### config.mk
export PLATFORM = sky130hd
export DESIGN_NAME = fwd_hazard_ctrl
export DESIGN_NICKNAME = d
export VERILOG_FILES = /design/src/rtl/fwd_pkg.sv /design/src/rtl/lu_scoreboard.sv /design/src/rtl/fwd_hazard_ctrl.sv
export SDC_FILE = /design/constraint.sdc
export NUM_CORES = 1
export LEC_CHECK = 0
export CAP_MARGIN = 15
export CORE_ASPECT_RATIO = 0.7
export CORE_MARGIN = 2
export CORE_UTILIZATION = 41
export DETAILED_ROUTE_END_ITERATION = 8
export GPL_ROUTABILITY_DRIVEN = 0
export MAX_ROUTING_LAYER = met4
export PLACE_DENSITY = 0.82
export SLEW_MARGIN = 0
export SYNTH_ARGS = -nofsm -noshare
export SYNTH_HDL_FRONTEND = slang
export SYNTH_SLANG_ARGS = --single-unit
### constraint.sdc
create_clock -name clk -period 2.15 [get_ports clk]
set_input_delay 0.43 -clock clk [delete_from_list [all_inputs] [get_ports clk]]
set_output_delay 0.43 -clock clk [all_outputs]
set_load 0.05 [all_outputs]
### src/rtl/fwd_pkg.sv
// Shared encodings for the forwarding/hazard controller: forward selects,
// long-unit scoreboard states and stall_cause bit positions.
package fwd_pkg;

    localparam logic [1:0] FWD_NONE   = 2'b00;
    localparam logic [1:0] FWD_MEM_WB = 2'b01;
    localparam logic [1:0] FWD_EX_MEM = 2'b10;
    localparam logic [1:0] FWD_LU     = 2'b11;

    typedef enum logic [1:0] {
        LU_IDLE = 2'd0,
        LU_BUSY = 2'd1,
        LU_DONE = 2'd2
    } lu_state_t;

    localparam int CAUSE_LOAD_USE  = 0;
    localparam int CAUSE_RAW_LU    = 1;
    localparam int CAUSE_STRUCT_LU = 2;

endpackage

### src/rtl/lu_scoreboard.sv
// Countdown scoreboard for the single outstanding MUL/DIV operation.
// Tracks the pending destination and flags BUSY/DONE from registered state.
module lu_scoreboard
    import fwd_pkg::*;
#(
    parameter int REG_AW = 5,
    parameter int LAT_W  = 4
) (
    input  logic              clk,
    input  logic              rst_n,
    input  logic              lu_issue,
    input  logic [REG_AW-1:0] lu_rd,
    input  logic [LAT_W-1:0]  lu_lat,
    output logic [REG_AW-1:0] pend_rd,
    output logic              pend_vld,
    output logic              lu_busy,
    output logic              lu_done
);

    lu_state_t        state;
    logic [LAT_W-1:0] cnt;

    // Latencies below 2 are stretched to 2 so DONE never lands on the issue edge.
    function automatic logic [LAT_W-1:0] start_cnt(input logic [LAT_W-1:0] lat);
        return (lat < LAT_W'(2)) ? LAT_W'(1) : lat - LAT_W'(1);
    endfunction

    // The result is still in flight (and unforwardable) only while cnt > 1.
    assign pend_vld = (state == LU_BUSY) && (cnt > LAT_W'(1));

    always_ff @(posedge clk) begin
        if (!rst_n) begin
            state   <= LU_IDLE;
            cnt     <= '0;
            pend_rd <= '0;
            lu_busy <= 1'b0;
            lu_done <= 1'b0;
        end else begin
            case (state)
                LU_IDLE, LU_DONE: begin
                    lu_done <= 1'b0;
                    if (lu_issue) begin
                        pend_rd <= lu_rd;
                        cnt     <= start_cnt(lu_lat);
                        state   <= LU_BUSY;
                        lu_busy <= 1'b1;
                    end else begin
                        state   <= LU_IDLE;
                        lu_busy <= 1'b0;
                    end
                end
                LU_BUSY: begin
                    cnt <= cnt - LAT_W'(1);
                    if (cnt <= LAT_W'(1)) begin
                        state   <= LU_DONE;
                        lu_busy <= 1'b0;
                        lu_done <= 1'b1;
                    end else begin
                        lu_busy <= 1'b1;
                        lu_done <= 1'b0;
                    end
                end
                default: begin
                    state   <= LU_IDLE;
                    lu_busy <= 1'b0;
                    lu_done <= 1'b0;
                end
            endcase
        end
    end

endmodule

### src/rtl/fwd_hazard_ctrl.sv
// Forwarding select generation, load-use / long-unit hazard stalls.
// Define FWD_HAZARD_PERF_EN to add the stall and forwarding event counters.
module fwd_hazard_ctrl
    import fwd_pkg::*;
#(
    parameter int NUM_SRC = 2,
    parameter int REG_AW  = 5,
    parameter int LAT_W   = 4
) (
    input  logic                      clk,
    input  logic                      rst_n,
    input  logic [NUM_SRC*REG_AW-1:0] id_ex_rs,
    input  logic [NUM_SRC*REG_AW-1:0] if_id_rs,
    input  logic [NUM_SRC-1:0]        if_id_rs_used,
    input  logic [REG_AW-1:0]         if_id_rd,
    input  logic                      if_id_regwrite,
    input  logic                      if_id_is_lu,
    input  logic [REG_AW-1:0]         id_ex_rd,
    input  logic                      id_ex_memread,
    input  logic [REG_AW-1:0]         ex_mem_rd,
    input  logic                      ex_mem_regwrite,
    input  logic [REG_AW-1:0]         mem_wb_rd,
    input  logic                      mem_wb_regwrite,
    input  logic                      lu_issue,
    input  logic [REG_AW-1:0]         lu_rd,
    input  logic [LAT_W-1:0]          lu_lat,
    input  logic                      flush,
    output logic [NUM_SRC*2-1:0]      forward_sel,
    output logic                      stall,
    output logic [2:0]                stall_cause,
    output logic                      lu_busy,
    output logic                      lu_done
`ifdef FWD_HAZARD_PERF_EN
    ,
    output logic [31:0]               perf_stall_cycles,
    output logic [31:0]               perf_fwd_events
`endif
);

    logic [REG_AW-1:0] pend_rd;
    logic              pend_vld;
    logic [REG_AW-1:0] hz_rd;
    logic              hz_vld;
    logic              load_use;
    logic              raw_lu;
    logic              struct_lu;

    lu_scoreboard #(
        .REG_AW (REG_AW),
        .LAT_W  (LAT_W)
    ) u_sb (
        .clk      (clk),
        .rst_n    (rst_n),
        .lu_issue (lu_issue),
        .lu_rd    (lu_rd),
        .lu_lat   (lu_lat),
        .pend_rd  (pend_rd),
        .pend_vld (pend_vld),
        .lu_busy  (lu_busy),
        .lu_done  (lu_done)
    );

    for (genvar i = 0; i < NUM_SRC; i++) begin : g_fwd
        logic [REG_AW-1:0] rs;
        assign rs = id_ex_rs[i*REG_AW +: REG_AW];
        assign forward_sel[2*i +: 2] =
            (ex_mem_regwrite && ex_mem_rd != '0 && ex_mem_rd == rs) ? FWD_EX_MEM :
            (lu_done         && pend_rd   != '0 && pend_rd   == rs) ? FWD_LU     :
            (mem_wb_regwrite && mem_wb_rd != '0 && mem_wb_rd == rs) ? FWD_MEM_WB :
                                                                      FWD_NONE;
    end

    // An op issuing this cycle is as much a hazard as one already counting down.
    assign hz_vld = lu_issue || pend_vld;
    assign hz_rd  = lu_issue ? lu_rd : pend_rd;

    always_comb begin
        load_use = 1'b0;
        raw_lu   = 1'b0;
        for (int i = 0; i < NUM_SRC; i++) begin
            if (if_id_rs_used[i]) begin
                if (id_ex_memread && id_ex_rd != '0 &&
                    id_ex_rd == if_id_rs[i*REG_AW +: REG_AW])
                    load_use = 1'b1;
                if (hz_vld && hz_rd != '0 && hz_rd == if_id_rs[i*REG_AW +: REG_AW])
                    raw_lu = 1'b1;
            end
        end
        if (hz_vld && hz_rd != '0 && if_id_regwrite && if_id_rd == hz_rd)
            raw_lu = 1'b1;
    end

    assign struct_lu = if_id_is_lu && hz_vld;

    always_comb begin
        stall_cause = 3'b000;
        if (!flush) begin
            stall_cause[CAUSE_LOAD_USE]  = load_use;
            stall_cause[CAUSE_RAW_LU]    = raw_lu;
            stall_cause[CAUSE_STRUCT_LU] = struct_lu;
        end
    end

    assign stall = |stall_cause;

`ifdef FWD_HAZARD_PERF_EN
    always_ff @(posedge clk) begin
        if (!rst_n) begin
            perf_stall_cycles <= '0;
            perf_fwd_events   <= '0;
        end else begin
            if (stall)
                perf_stall_cycles <= perf_stall_cycles + 32'd1;
            if (|forward_sel)
                perf_fwd_events <= perf_fwd_events + 32'd1;
        end
    end
`endif

endmodule

# [Word-level counts from Yosys, hierarchy flattened]
# Cells that the tools add are included.
[word_totals] mem_bits_ro=0 regBits=13 mem_bits_rw=0 in_bits=60 wordCells=83 latchBits=0 mem_count=0
[classes] bitwise_logic=0 n_lt_le_gt_ge=3 n_div=0 n_shift=0 mul=0 n_addsub=2 muxes=27 n_eq_ne=15 n_reduce_logical=31
[op_table] operator="5-bit == test" n=11
[op_table] operator="5-bit nonzero test" n=5
[op_table] operator="1-bit logical AND" n=19
[op_table] operator="1-bit two-way mux" n=15
[op_table] operator="2-bit two-way mux" n=5
[op_table] operator="4-bit two-way mux" n=2
[op_table] operator="4-bit one-hot mux with 2 select lines" n=1
[op_table] operator="4-bit by 1-bit subtractor with 4-bit output, second input constant" n=2
[op_table] operator="5-bit two-way mux" n=1
[op_table] operator="4-bit by 1-bit greater-than comparator with 1-bit output, second input constant" n=1
[op_table] operator="4-bit by 1-bit less-or-equal comparator with 1-bit output, second input constant" n=1
[op_table] operator="4-bit by 2-bit less-than comparator with 1-bit output, second input constant" n=1
[op_table] operator="2-bit inequality test, second input constant" n=2
[op_table] operator="2-bit one-hot mux with 2 select lines" n=1
[op_table] operator="2-bit AND reduction" n=2
[op_table] operator="3-bit two-way mux" n=1
[op_table] operator="3-bit OR reduction" n=1
[op_table] operator="2-bit by 1-bit == test with 1-bit output, second input constant" n=1
[op_table] operator="2-bit == test, second input constant" n=1
[op_table] operator="2-bit logical NOT" n=1
[op_table] operator="1-bit one-hot mux with 2 select lines" n=1
[op_table] operator="2-bit nonzero test" n=1
[op_table] operator="2-bit OR reduction" n=1
[op_table] operator="1-bit logical OR" n=1

# [Longest topological paths before layout]
# Gate-level depths: netlist of run 1.
[logic_depth] word_depth=12 depth_mapped=8

# [Hierarchy]
# Synthesis of run 1 repeated with hierarchy kept, for this count alone.
[unflattened] cells_unflattened=176 hier_area_um2=1407.6
[modules_own_cells] mod="fwd_hazard_ctrl" instances=1 cells_per_inst=106 area_per_inst_um2=823.3
[modules_own_cells] mod="lu_scoreboard" instances=1 cells_per_inst=70 area_per_inst_um2=584.3

# [Worst setup path after synthesis of run 1]
# OpenSTA, ideal clock, no wires.
[synth_timing] path_kind="input port to output port" from="in if_id_rs[2]" to="out stall" n_path_buf=0 setup_slack_ps=-1558 cell_stages=6 arrival_ps=3278 cell_sequence="xor2_1 > nor4_1 > and3_1 > a31oi_1 > nor4b_1 > or3_1"
[synth_between] word_cells_on_any_way=15 cone_classes="eq/ne: 2; mux: 10; reduce/logical: 3"
[synth_rtl] element="start, declared" line="fwd_hazard_ctrl.sv:13" source="input logic [NUM_SRC*REG_AW-1:0] if_id_rs,"
[synth_rtl] element="5-bit == test (*)" line="fwd_hazard_ctrl.sv:83" source="id_ex_rd == if_id_rs[i*REG_AW +: REG_AW])"
[synth_rtl] element="1-bit logical AND (*)" line="fwd_hazard_ctrl.sv:82" source="if (id_ex_memread && id_ex_rd != '0 &&"
[synth_rtl] element="1-bit two-way mux (*)" line="fwd_hazard_ctrl.sv:82"
[synth_rtl] element="1-bit two-way mux (*)" line="fwd_hazard_ctrl.sv:81" source="if (if_id_rs_used[i]) begin"
[synth_rtl] element="1-bit two-way mux" line="fwd_hazard_ctrl.sv:82"
[synth_rtl] element="1-bit two-way mux (*)" line="fwd_hazard_ctrl.sv:81"
[synth_rtl] element="3-bit two-way mux (*)" line="fwd_hazard_ctrl.sv:97" source="if (!flush) begin"
[synth_rtl] element="named net stall_cause[0]" line="fwd_hazard_ctrl.sv:30" source="output logic [2:0] stall_cause,"
[synth_rtl] element="3-bit OR reduction (*)" line="fwd_hazard_ctrl.sv:104" source="assign stall = |stall_cause;"
[synth_rtl] element="end, declared" line="fwd_hazard_ctrl.sv:29" source="output logic stall,"
# The timed path passes the listed nets; every way through them passes the cells marked *.

# [Worst setup path after layout of run 1]
[layout_timing] from="in lu_issue" to="out stall"
[layout_between] elab_chain_len=11 word_cells_on_any_way=19 cone_classes="eq/ne: 3; mux: 7; reduce/logical: 9"
[layout_rtl] element="start, declared" line="fwd_hazard_ctrl.sv:24" source="input logic lu_issue,"
[layout_rtl] element="5-bit two-way mux"
[layout_rtl] element="5-bit nonzero test" line="fwd_hazard_ctrl.sv:85, fwd_hazard_ctrl.sv:89"
[layout_rtl] element="1-bit logical AND" line="fwd_hazard_ctrl.sv:85, fwd_hazard_ctrl.sv:89"
[layout_rtl] element="1-bit logical AND" line="fwd_hazard_ctrl.sv:85" source="if (hz_vld && hz_rd != '0 && hz_rd == if_id_rs[i*REG_AW +: REG_AW])"
[layout_rtl] element="1-bit two-way mux" line="fwd_hazard_ctrl.sv:85"
[layout_rtl] element="1-bit two-way mux" line="fwd_hazard_ctrl.sv:81"
[layout_rtl] element="1-bit two-way mux" line="fwd_hazard_ctrl.sv:85"
[layout_rtl] element="1-bit two-way mux" line="fwd_hazard_ctrl.sv:81"
[layout_rtl] element="1-bit two-way mux" line="fwd_hazard_ctrl.sv:89" source="if (hz_vld && hz_rd != '0 && if_id_regwrite && if_id_rd == hz_rd)"
[layout_rtl] element="3-bit two-way mux (*)" line="fwd_hazard_ctrl.sv:97"
[layout_rtl] element="3-bit OR reduction (*)" line="fwd_hazard_ctrl.sv:104"
# Every way passes the cells marked *; elsewhere a longest branch is shown, timed or not.

==> key figures, run 1 <==
Floorplan
  – Die span in x: 74.1 um
  – Core Box Area: 3210 um^2
  – IO Count: 70
  – Die Area: 3930 um^2
  – Starting Density: 0.439
  – # rows: 17
  – Die Y: 53.0 um

Yosys
  – Ys async rst share: 0
  – Top post-synthesis cells by area: dfxtp_1 (18%), xnor2_1 (18%), xor2_1 (17%), nor4_1 (6.2%), mux2i_2 (4.9%)
  – Seq/Total Area, Yosys: 0.185
  – Post-synthesis cell count: 179
  – Area leader, netlist: dfxtp_1
  – Syn Nets: 242
  – Mean Syn Cell Area: 7.87 um^2
  – Synth Cell Area: 1410 um^2
  – Most used flip-flop cell after synthesis: dfxtp_1
  – Number of synthesized flops with an enable pin: 0
  – Post-synthesis cell type count: 33
  – Syn. warnings: 0
  – Share of the synthesized area in the top cell type: 0.185
  – #FFs+latches synth: 13

STA
  – Final hold viol count: 0
  – Final worst setup slack: -447 ps
  – Hold WS: 597 ps
  – Final setup vio count: 8
  – Max-slew violation count: 0
  – Achievable frequency: 0.385 GHz
  – Setup Skew: 2.42 ps
  – Tmin final: 2600 ps
  – Unrepaired setup endpoints after global routing: yes
  – Period utilization: 1.21
  – Worst-margin pin slew: 514 ps
  – Worst slew margin: 0.657

Placed design
  – Placed cells: 346
  – Post-Place Cell Area: 2690 um^2
  – PortBufs: 69
  – Dpl hpwl: 4.55 mm

Critical path
  – Worst Path Arrival: 2170 ps
  – Worst EP required: 1720 ps
  – Critical Path Fanout Max: 7
  – Worst Setup Path Type: primary input to output pin
  – R2r startpoint: u_sb.cnt[0]$_SDFFE_PN0P_
  – R2R cell count: 8
  – CP endpoint kind: output pin
  – CP startpoint kind: primary input
  – CP Launch Point: lu_issue

Finish
  – Commonest non-fill, non-tap cells in the layout: buf_4 (52), xnor2_1 (24), xor2_1 (21), clkdlybuf4s50_1 (20), nand2_1 (16)
  – Commonest non-fill, non-tap cell in the layout: buf_4
  – Nets: 375
  – Area growth syn-to-layout: 119%
  – Non-filler cells, final: 358
  – Layout cells sized above 1: 0.502
  – Final Util: 0.961
  – Final instance area: 3090 um^2
  – Ant diodes: 0

Drt
  – Via count: 2308
  – Vias per inst: 6.45
  – Routed wire length: 9.36 mm
  – First-pass iteration count of the detailed router: 6
  – Final ANT Viol Nets: 0
  – DR iter-0 viols: 193
  – Wire per inst: 26.1 um
  – DRC viols: 0

Power and ir drop
  – VDD IR max: 556 uV
  – Pleak: 1.26 nW
  – Cell Pwr Density: 406 nW/um^2
  – Tot Pwr: 0.00125 W

Global routing
  – Gr ovfl total: 0
  – Largest net degree at the start of global routing: 11
  – Initial antenna violation count: 0
  – Vias in the first global route: 2110
  – Global Route Usage Sum: 0.389
  – First-pass GRT wire length: 10.9 mm

CTS
  – CTS Root Cell: clkbuf_8
  – Cts bufs inserted: 3
  – Clock transition at path regs: 60 ps
  – Clock buffer depth: 2
  – CTS tree: done
  – Latest clock arrival within the worst-skew pair: 250 ps
  – H-tree levels: 1
  – Clock Sinks: 13

Run status
  – Outcome: finished with violations
  – Failing checks: setup timing

Hold path
  – Hold Startpoint: u_sb.pend_rd[0]$_SDFFE_PN0N_
  – HP Class: flip-flop to flip-flop
  – WHS Path Cells: 2

Flow run
  – Max cap viols: 0
worst paths after layout:
check / endpoint / slack, ps
setup / recovery: stall / -450
hold reg to reg: u_sb.pend_rd[0]$_SDFFE_PN0N_ / 600
setup reg to reg: u_sb.lu_busy$_SDFF_PN0_ / 570
hold / removal: u_sb.pend_rd[0]$_SDFFE_PN0N_ / 600
synth_stat cells, drive strengths merged, types with 2 or more instances:
cell type	count
a211oi	2
a21oi	9
a31oi	3
clkbuf	2
dfxtp	13
ha	3
inv	5
mux2i	6
nand2	16
nand2b	3
nand3	9
nor2	14
nor2b	2
nor3	2
nor4	14
o21ai	4
or3	2
or4	3
xnor2	29
xor2	27
worst max-delay path: stages:
cell	delay [ps]
buf_6	70
buf_12	140
mux2i_4	330
xnor2_1	160
nor4_2	340
nand3_1	170
a31oi_4	240
or3_4	160
buf_12	120
where the power goes:
part / leakage [nW] / switching, W / internal, W
sequential: 0.110 / 0.0000284 / 0.000265
combinational: 1.13 / 0.000378 / 0.000355
clock: 0.0255 / 0.0000972 / 0.000128
kinds of logic after synthesis:
logic type | share of synthesized area
AND/OR/NAND/NOR | 0.250
XOR/XNOR | 0.348
multiplexers | 0.0560
adder cells (fa/ha/maj) | 0.0266
buffers and inverters | 0.0293
flip-flops | 0.185
AO/OA/AOI/OAI | 0.106
stage by stage:
stage,setup TNS (ps),worst slack (ps)
6_report,-2070,-447
5_1_grt,-2210,-462
4_1_cts,-891,-352
3_5_place_dp,-3670,-759
3_3_place_gp,-3390,-688
2_1_floorplan,-345,-345
sequential cells by signal, indices dropped and copies added (netlist names):
name	count
u_sb.pend_rd	5
u_sb.lu_done	1
u_sb.cnt	4
u_sb.state	2
u_sb.lu_busy	1
cell type report:
class | instances | area [um^2]
repair buffers | 131 | 1180
inverters | 6 | 22.5
clock buffers | 3 | 41.3
multi-input cells | 157 | 1500
clock inverters | 1 | 5.00
well taps | 47 | 58.8
fillers | 70 | 126
flip-flops and latches | 13 | 274
repair_timing:
| action | 4_1_cts | 5_1_grt |
|---|---|---|
| pin swaps | 34 | 32 |
| buffers inserted | 8 | 2 |
| setup endpoints to repair | 8 | 8 |
| gates resized for setup | 141 | 49 |
| hold buffers | 0 | 0 |
layer usage:
layer	track usage	wire length [um]	vias to the layer above	share of wire
li1	-	-	890	-
met2	0.624	4180	253	0.45
met4	0.176	831	0	0.089
met3	0.103	1160	107	0.12
met5	-	0	-	0
met1	0.461	3180	1058	0.34
Note: power is estimated with default switching activity, not from simulation.
==> run 2: changes to the inputs <==
--- a/config.mk
+++ b/config.mk
@@ -16,4 +16,5 @@
 export SLEW_MARGIN = 0
 export SYNTH_ARGS = -nofsm -noshare
 export SYNTH_HDL_FRONTEND = slang
+export SYNTH_HIERARCHICAL = 1
 export SYNTH_SLANG_ARGS = --single-unit
==> run 2 against run 1 <==
The flow still finishes with violations (setup timing). Clock power decreased by 4%. Final cell count shrank 2.8%. Count of clock-buffer cells in the layout up 1. Sequential share of layout area is 0.093 points higher. Wire length decreased by 16%. Clock skew is 1.1 ps higher. Hold slack worse by 61 ps. Critical endpoint unchanged. Largest cell class unchanged. Highest routed layer unchanged.
==> key figures, run 2 <==
Critical path
  – CP endpoint kind: output pin
  – Worst EP required: 1720 ps (about the same)
  – Critical Path Fanout Max: 5 (-2)
  – Worst Setup Path Type: primary input to output pin
  – Slowest stage cell, crit path: nor4_1
  – CP startpoint kind: primary input
  – Critical-path cell list: buf_8, buf_12, mux2i_4, xnor2_2, nor4_1, nand3_1, a31oi_4, or3_4, buf_12
  – Worst Path Arrival: 2170 ps (about the same)
  – CP peak stage delay: 360 ps (+20 ps)
  – Most Frequent Cell on Critical Path: buf_12

Floorplan
  – Die Area: 3930 um^2 (about the same)
  – Die Y: 53.0 um (about the same)
  – Core Box Area: 3210 um^2 (unchanged)
  – Die span in x: 74.0 um (about the same)
  – IO Count: 70 (unchanged)
  – Starting Density: 0.438 (about the same)
  – # rows: 17 (unchanged)

CTS
  – Clock transition at path regs: 50 ps (about the same)
  – H-tree levels: 1 (unchanged)
  – Hold buffers post-CTS: 0 (unchanged)
  – Latest clock arrival within the worst-skew pair: 240 ps (about the same)
  – Clock Sinks: 13 (unchanged)
  – CTS Root Cell: clkbuf_8
  – Cts bufs inserted: 3 (unchanged)
  – Clock buffer depth: 2 (unchanged)
  – CTS tree: done

Drt
  – Routed wire length: 7.86 mm (-16%)
  – DRC viols: 0 (unchanged)
  – Via count: 2077 (-10%)
  – DR iter-0 viols: 254 (+32%)
  – Wire per inst: 22.6 um (-14%)
  – First-pass iteration count of the detailed router: 5 (-1)
  – Vias per inst: 5.97 (-7.4%)
  – Final ANT Viol Nets: 0 (unchanged)

Yosys
  – Combinational family with the most area after synthesis: XOR/XNOR gates
  – Area leader, netlist: dfxtp_1
  – Mean Syn Cell Area: 8.00 um^2 (+1.6%)
  – Syn. warnings: 6 (+6)
  – Mux cell area share after synthesis: 0.0462 (-0.00973)
  – Most used flip-flop cell after synthesis: dfxtp_1
  – Commonest cells in the netlist: xnor2_1 (28), xor2_1 (27), dfxtp_1 (13), nand2_1 (13), nor4_1 (12)
  – Most common cell in the synthesized netlist: xnor2_1
  – Post-Synth Simple-Gate Area: 0.258 (+0.00822)
  – Post-synthesis cell type count: 32 (-3.0%)
  – Synth Cell Area: 1410 um^2 (about the same)
  – Share of the synthesized area in the top cell type: 0.185 (about the same)
  – Seq/Total Area, Yosys: 0.185 (about the same)
  – Syn Nets: 239 (-1.2%)
  – #FFs+latches synth: 13 (unchanged)
  – Synth Area in Compound Gates: 0.115 (+0.00898)
  – Ys async rst share: 0 (unchanged)
  – Number of synthesized flops with an enable pin: 0 (unchanged)
  – Post-synthesis cell count: 176 (-1.7%)
  – Post-synthesis xor/xnor area fraction: 0.342 (-0.00591)
  – Top post-synthesis cells by area: dfxtp_1 (18%), xnor2_1 (17%), xor2_1 (17%), nor4_1 (5.3%), mux2i_2 (3.9%)
  – Post-Synth Adder-Cell Area: 0.0267 (about the same)

Placed design
  – Dpl hpwl: 4.37 mm (-4.0%)
  – Post-Place Cell Area: 2620 um^2 (-2.7%)
  – Placed cells: 334 (-3.5%)
  – PortBufs: 69 (unchanged)

Finish
  – Final Util: 0.938 (-0.0230)
  – Largest registers: u_sb/pend_rd: 5 flops, u_sb/cnt: 4 flops, u_sb/state: 2 flops
  – Commonest non-fill, non-tap cells in the layout: buf_4 (49), xnor2_1 (25), xor2_1 (24), clkdlybuf4s50_1 (19)
  – Register area: 270 um^2 (-1.4%)
  – Ant diodes: 0 (unchanged)
  – Fillers: 94 (+34%)
  – Nets: 365 (-2.7%)
  – Layout cells sized above 1: 0.478 (-0.0232)
  – Final instance area: 3010 um^2 (-2.4%)
  – Commonest non-fill, non-tap cell in the layout: buf_4
  – Area growth syn-to-layout: 114%
  – Largest Register: u_sb/pend_rd
  – Footprint of the multi-input gates: 1470 um^2 (-2.2%)
  – Largest register FFs: 5 (unchanged)
  – Non-filler cells, final: 348 (-2.8%)

STA
  – Worst slew margin: 0.650 (-0.00714)
  – Period utilization: 1.21 (+0.00300)
  – Hold WS: 536 ps (-60.8 ps)
  – Final worst setup slack: -454 ps (-6.45 ps)
  – Final setup vio count: 8 (unchanged)
  – Final hold viol count: 0 (unchanged)
  – Worst-margin pin slew: 524 ps (+10.1 ps)
  – Setup Skew: 3.57 ps (+1.15 ps)
  – Unrepaired setup endpoints after global routing: yes
  – Achievable frequency: 0.384 GHz (-0.25%)
  – Tmin final: 2600 ps (+6.45 ps)
  – Max-slew violation count: 0 (unchanged)

Hold path
  – HP Class: primary input to flip-flop

Global routing
  – Vias in the first global route: 1911 (-9.4%)
  – Gr ovfl total: 0 (unchanged)
  – Initial antenna violation count: 0 (unchanged)
  – Largest net degree at the start of global routing: 9 (-2)
  – First-pass GRT wire length: 9.43 mm (-13%)
  – Global Route Usage Sum: 0.332 (-0.0565)

Power and ir drop
  – VDD IR max: 699 uV (+26%)
  – Cell Pwr Density: 400 nW/um^2 (-1.4%)
  – Pleak: 1.23 nW (-2.3%)

Run status
  – Failing checks: setup timing
  – Outcome: finished with violations

Flow run
  – Max cap viols: 0 (unchanged)
## run 2: critical path, delay by kind of cell
family / cells / cell delay (ps)
mux: 1 / 310
compound gates: 1 / 260
simple gates: 3 / 720
xor+xnor: 1 / 110
buf+inv: 3 / 340
## run 2: worst paths after layout
check,startpoint,endpoint,slack (ps),depth (start not counted)
worst max-delay path,lu_issue,stall,-450,9
worst min-delay path,lu_rd[2],u_sb/pend_rd[2]$_SDFFE_PN0P_,540,3
worst max register to register,u_sb/cnt[2]$_SDFFE_PN0P_,u_sb/cnt[3]$_SDFFE_PN0P_,650,4
worst min register to register,u_sb/pend_rd[0]$_SDFFE_PN0P_,u_sb/pend_rd[0]$_SDFFE_PN0P_,550,2
## run 2: what timing repair did
action / in CTS / in global routing
resized for setup: 154 / 41
setup buffers: 6 / 5
cloned: 1 / 0
endpoints found under the hold margin: 0 / 0
endpoints found under the setup margin: 8 / 8
pin swaps: 41 / 31
## run 2: power by group
part           total [W]  switching (W)  internal, W
logic           0.000693       0.000341     0.000352
clock network   0.000217      0.0000865     0.000131
registers       0.000294      0.0000290     0.000265
## run 2: logic make-up after synthesis
| logic type | Yosys count |
|---|---|
| xor gates and xnor gates | 55 |
| DFF | 13 |
| and+or+nand+nor | 68 |
| adders and majority gates | 3 |
| AOI/OAI and AO/OA | 24 |
| muxes | 5 |
| buffers and inverters | 8 |
## run 2: stage by stage
step,setup TNS [ps],power (W),setup slack (ps)
floorplan,-341,0.000525,-341
global placement,-3360,0.000804,-674
detailed placement,-3920,0.000816,-732
CTS,-874,0.00110,-363
global route,-1890,0.00125,-510
finish,-1440,0.00120,-454
## run 2: routing by layer
layer / vias to the layer above / part of all wire / GRT usage
met3: 43 / 0.096 / 0.0495
met2: 185 / 0.46 / 0.522
met5: - / 0 / -
met4: 0 / 0.056 / 0.0818
li1: 873 / - / -
met1: 976 / 0.39 / 0.451
## run 2: layout make-up
class                   instances  area share
clock buffers                   4      0.0150
repair buffers                123       0.380
inverters                       6     0.00831
well taps                      47      0.0195
multi-input cells             155       0.488
flip-flops and latches         13      0.0897
